[src/rtl/seg_scan_driver.sv]
// Seven-segment feeder: 8-bit binary to 3-digit BCD via sequential double-dabble,
// then time-multiplexed onto a shared 4-bit digit bus with one-hot digit select.

module seg_dd_adj (
  input  logic [3:0] nib_i,
  output logic [3:0] nib_o
);
  assign nib_o = (nib_i >= 4'd5) ? nib_i + 4'd3 : nib_i;
endmodule

module seg_scan_driver #(
  parameter int REFRESH_DIV = 100000,
  parameter bit BLANK_LZ    = 1'b1
) (
  input  logic        clk,
  input  logic        rst,
  input  logic [7:0]  value,
  input  logic        load,
  output logic        busy,
  output logic [11:0] bcd,
  output logic [3:0]  digit,
  output logic [2:0]  digit_sel
);
  localparam int CNT_W = $clog2(REFRESH_DIV);
  localparam logic [CNT_W-1:0] CNT_MAX = CNT_W'(REFRESH_DIV - 1);

  typedef enum logic {IDLE, CONV} state_t;

  state_t           state_q, state_d;
  logic [7:0]       shift_q, shift_d;
  logic [11:0]      work_q,  work_d;
  logic [2:0]       iter_q,  iter_d;
  logic [11:0]      bcd_q,   bcd_d;
  logic [CNT_W-1:0] cnt_q,   cnt_d;
  logic [2:0]       sel_q,   sel_d;
  logic [2:0][3:0]  work_adj;

  // add-3 correction on each work nibble, taken before the shift
  for (genvar g = 0; g < 3; g++) begin : g_adj
    seg_dd_adj u_adj (.nib_i(work_q[4*g +: 4]), .nib_o(work_adj[g]));
  end

  always_comb begin
    state_d = state_q;
    shift_d = shift_q;
    work_d  = work_q;
    iter_d  = iter_q;
    bcd_d   = bcd_q;
    case (state_q)
      IDLE: begin
        if (load) begin
          shift_d = value;
          work_d  = '0;
          iter_d  = '0;
          state_d = CONV;
        end
      end
      CONV: begin
        {work_d, shift_d} = {work_adj, shift_q} << 1;
        iter_d = iter_q + 3'd1;
        if (iter_q == 3'd7) begin
          bcd_d   = work_d;
          state_d = IDLE;
        end
      end
      default: state_d = IDLE;
    endcase
  end

  // free-running scan, independent of the converter
  always_comb begin
    cnt_d = cnt_q + CNT_W'(1);
    sel_d = sel_q;
    if (cnt_q == CNT_MAX) begin
      cnt_d = '0;
      sel_d = {sel_q[1:0], sel_q[2]};
    end
  end

  always_ff @(posedge clk or posedge rst) begin
    if (rst) begin
      state_q <= IDLE;
      shift_q <= '0;
      work_q  <= '0;
      iter_q  <= '0;
      bcd_q   <= '0;
      cnt_q   <= '0;
      sel_q   <= 3'b001;
    end else begin
      state_q <= state_d;
      shift_q <= shift_d;
      work_q  <= work_d;
      iter_q  <= iter_d;
      bcd_q   <= bcd_d;
      cnt_q   <= cnt_d;
      sel_q   <= sel_d;
    end
  end

  always_comb begin
    digit = 4'h0;
    case (sel_q)
      3'b001: digit = bcd_q[3:0];
      3'b010: digit = (BLANK_LZ && bcd_q[11:4] == 8'h00) ? 4'hF : bcd_q[7:4];
      3'b100: digit = (BLANK_LZ && bcd_q[11:8] == 4'h0)  ? 4'hF : bcd_q[11:8];
      default: digit = 4'h0;
    endcase
  end

  assign busy      = (state_q == CONV);
  assign bcd       = bcd_q;
  assign digit_sel = sel_q;

endmodule
[config.mk]
export PLATFORM = sky130hd
export DESIGN_NAME = seg_scan_driver
export DESIGN_NICKNAME = d
export VERILOG_FILES = /design/src/rtl/seg_scan_driver.sv
export SDC_FILE = /design/constraint.sdc
export NUM_CORES = 1
export LEC_CHECK = 0
export CAP_MARGIN = 15
export CORE_ASPECT_RATIO = 1.1
export CORE_UTILIZATION = 35
export CTS_BUF_LIST = sky130_fd_sc_hd__clkbuf_4
export DETAILED_ROUTE_END_ITERATION = 10
export PLACE_DENSITY = 0.62
export SYNTH_ARGS = -nofsm -noshare
export SYNTH_HDL_FRONTEND = slang
export SYNTH_SLANG_ARGS = --single-unit
[constraint.sdc]
create_clock -name clk -period 1.85 [get_ports clk]
set_input_delay 0.4625 -clock clk [delete_from_list [all_inputs] [get_ports clk]]
set_output_delay 0.4625 -clock clk [all_outputs]
set_load 0.05 [all_outputs]
==> flow_metrics.tcl <==
set metrics [dict create \
    postLayoutCoreUtil_pct 45.60 \
    destination_of_the_worst_register_to_register_timing_path "digit_sel[1]$_DFFE_PP0N_" \
    clock-skew-final_ns 0.01903 \
    cts_buffer_depth 2 \
    unrepaired_setup_endpoints_after_global_routing "true" \
    design.die.area_sq_um 8458 \
    htree_levels 2 \
    netlist-cell-type-count 37 \
    ys_warn_count 0 \
    clock-root-buffer "clkbuf_4" \
    adder_cell_share_of_the_synthesized_area_pct 3.975 \
    clk_latency_ns 0.38 \
    fp-row-count 34 \
    stdcell_area_sq_um 3588 \
    worstSetupEndpoint "digit[2]" \
    synth_seq_area_share_pct 49.51 \
    worstMarginPinSlew_ns 0.3836 \
    timing.final.setup_violations 4 \
    endpoint_kind "output pin" \
    io_buffers 30 \
    grt.total_usage_pct 14.72 \
    initialDrtViolationCount 74 \
    clkSlewWorstSetupHoldPaths_ns 0.17 \
    criticalPathCategory "reg -> out" \
    r2r_start "cnt_q[13]$_DFF_PP0_" \
    die_height_um 96.36 \
    number_of_filler_cells_placed_in_the_layout 715 \
    seqCellArea_sq_um 1409 \
    worst-r2r-setup-slack_ns 0.08 \
    synthXorXnorAreaFrac_pct 5.565 \
    mappedNetlistArea_sq_um 2833 \
    finalMaxSlewViolations 0 \
    finalWorstPathRequiredPeriod_ns 2.275 \
    post_synth.cell_area_avg_sq_um 10.65 \
    grt_pass1_wl_um 9742 \
    cap_viol_max_count 0 \
    remaining_drc_errors 0 \
    nNetsFinal 335 \
    post_synthesis_simple_gate_area_fraction_pct 18.55 \
    cp.arrival_ns 1.81 \
    grt_pass1_vias 2075 \
    grt_start_max_net_pins 57 \
    numCtsBuffers 5 \
    synth_compound_area_share_pct 10.11 \
    maxSlewHeadroom_pct 74.33 \
    postSynthCellCount 266 \
    cellLeakagePower_nw 1.630 \
    worst_min_delay_path_class "in -> async" \
    finalWirelength_um 5571 \
    post_route_cells_drive_above_1_share_pct 23.73 \
    synth_top_family_by_area "simple AND/OR/NAND/NOR gates" \
    via_count 2053 \
    r2r_worst_path_depth 4 \
    ant_nets 0 \
    hold_ws_ns 0.4889 \
    multiplexer_share_of_the_synthesized_area_pct 9.187 \
    ir_drop_mv 0.6926 \
    grt_remaining_overflow 0 \
    clkSinkCount 56 \
    min_period_over_period_pct 123.0 \
    syn_to_final_growth_pct 26.68 \
    achievable-frequency_mhz 439.6 \
    critical_path_peak_fanout 5 \
    cts_tree "yes" \
    hpwl_after_dpl_um 4154 \
    antenna_cells_inserted 0 \
    cp.required_ns 1.39 \
    placed_area_sq_um 3492 \
    timing_hold_violations_final 0 \
    wire_per_inst_um 13.14 \
    ys_seq_elements 56 \
    placeableCoreArea_sq_um 7870 \
    cts-hold-fix-buffers 0 \
    floorplan.io_pins 31 \
    power_per_cell_area_nw_per_um2 1316 \
    drt-vias-per-instance 4.842 \
    drtPass1Iterations 4 \
    effective_utilization_at_floorplan_pct 35.99 \
    failed_checks "negative setup slack" \
    critical_path.startpoint_type "flop" \
    die_width_um 87.78 \
    layout_setup_ws_ns -0.4247 \
    run_status "complete, but fails checks" \
    postSynthNetCount 286 \
    worstSetupStartpoint "bcd[9]$_DFFE_PP0P_" \
    place_congestion 0.7834 \
    antenna_found_initial 0 \
    multi_input_area_sq_um 1419 \
]
## sequential cells by signal, summed over array words and instances, names as in the netlist
name       cells
cnt_q         17
work_q        12
shift_q        8
digit_sel      3
busy           1
iter_q         3
bcd           12
## power by group
group	switching [mW]	total [mW]	internal [mW]	leakage, nW
Sequential	0.277	1.86	1.58	0.710
Combinational	1.34	2.33	0.993	0.894
Clock	0.384	0.528	0.144	0.0249
Total	2.00	4.72	2.72	1.63
## final cells by class
type / count / share of cell area (%)
Multi-Input combinational cell: 191 / 39.54
Sequential cell: 56 / 39.26
Timing Repair Buffer: 53 / 14.92
Tap cell: 108 / 3.766
Clock buffer: 5 / 1.046
Inverter: 8 / 0.9414
Clock inverter: 3 / 0.5230
## worst min path at each step
stage	cells past startpoint	slack [ns]	startpoint	end
floorplan	2	0.45	shift_q[0]$_DFFE_PP0P_	shift_q[1]$_DFFE_PP0P_
global placement	2	0.46	shift_q[0]$_DFFE_PP0P_	shift_q[1]$_DFFE_PP0P_
detailed placement	2	0.47	shift_q[6]$_DFFE_PP0P_	shift_q[7]$_DFFE_PP0P_
CTS	3	0.48	rst	bcd[2]$_DFFE_PP0P_
global route	3	0.50	rst	bcd[2]$_DFFE_PP0P_
finish	3	0.49	rst	bcd[2]$_DFFE_PP0P_
## repair_timing
action                                  CTS  global route
gates resized for setup                   1             4
pin swaps                                 2             6
cloned                                    0             0
buffers inserted                          0             3
endpoints found under the setup margin    4            10
## metrics by stage
| step | TNS (ns) | power (mW) | std cells | worst slack [ns] |
|---|---|---|---|---|
| after floorplan | -0.3892 | 3.481 | 266 | -0.1039 |
| after global placement | -0.01659 | 4.167 | 413 | -0.01263 |
| after detailed placement | -0.09454 | 4.244 | 413 | -0.03289 |
| after CTS | -1.674 | 4.784 | 421 | -0.4272 |
| after global routing | -2.042 | 5.123 | 424 | -0.5154 |
| final | -1.678 | 4.721 | 424 | -0.4247 |
## cell usage in the layout (no fill, tap or decap), drive strengths merged, types with 2 or more instances in the layout
cell type	count
a21o	5
a21oi	8
a22o	3
and2	2
and4	5
buf	43
clkbuf	5
clkdlybuf4s50	10
clkinvlp	3
dfrtp	55
ha	9
inv	7
mux2	8
mux2i	17
nand2	30
nand2b	4
nand3	8
nand4	7
nor2	18
nor3b	9
nor4	4
o211ai	4
o21ai	22
o22a	4
xnor2	10
xor2	8
## routing by layer
metal / part of all wire (%) / wire length, um / vias up / global-route usage, %
met5: 0 / 0 / - / 0
met4: 0.79 / 44 / 0 / 3.279
met3: 3.1 / 174 / 4 / 2.659
met2: 49 / 2704 / 33 / 25.13
met1: 48 / 2647 / 981 / 19.38
li1: - / - / 1035 / -
## cell families (layout without fill, tap and decap cells)
logic type,Yosys count,count (layout)
flip-flops,56,56
adder cells (fa/ha/maj),9,9
buffers and inverters,19,69
XOR/XNOR,18,18
AO/OA/AOI/OAI,47,47
multiplexers,25,25
AND/OR/NAND/NOR,92,92
## Yosys cell counts
master    number  area [sq um]
inv_1          8         30.03
and4b_1        1         10.01
nor3_1         1         5.000
a21oi_1        8         40.04
nor2b_1        1         6.260
nand3_1        8         40.04
a22o_1         3         26.28
nand4_1        6         37.54
nor4b_4        1         23.77
o22a_1         4         35.03
and4bb_2       1         12.51
o31ai_1        1         7.510
nand4_4        1         21.27
dfstp_2        1         26.28
dfrtp_1       55          1376
and2_1         2         12.51
ha_1           9         112.6
nor4_1         3         18.77
xnor2_1       10         87.58
nor4_4         1         21.27
buf_2          1         5.000
buf_4          2         15.01
nor3b_1        9         67.56
and4_1         5         43.79
mux2_1         2         22.52
buf_1          3         11.26
o211ai_1       4         30.03
nand2_1       30         112.6
mux2_2         6         67.56
o21ai_0       22         110.1
nor2_1        18         67.56
a21o_1         5         37.54
mux2i_1       17         170.2
nand2b_1       4         25.02
clkbuf_1       4         15.01
buf_6          1         11.26
xor2_1         8         70.07
## critical path, stage by stage (launching register included)
cell and delay (ns):
dfrtp_2 0.45, nor4_4 0.38, and2_4 0.22, o211ai_1 0.14
o21ai_4 0.11, buf_12 0.15
Power figures use the tool's default switching activity.
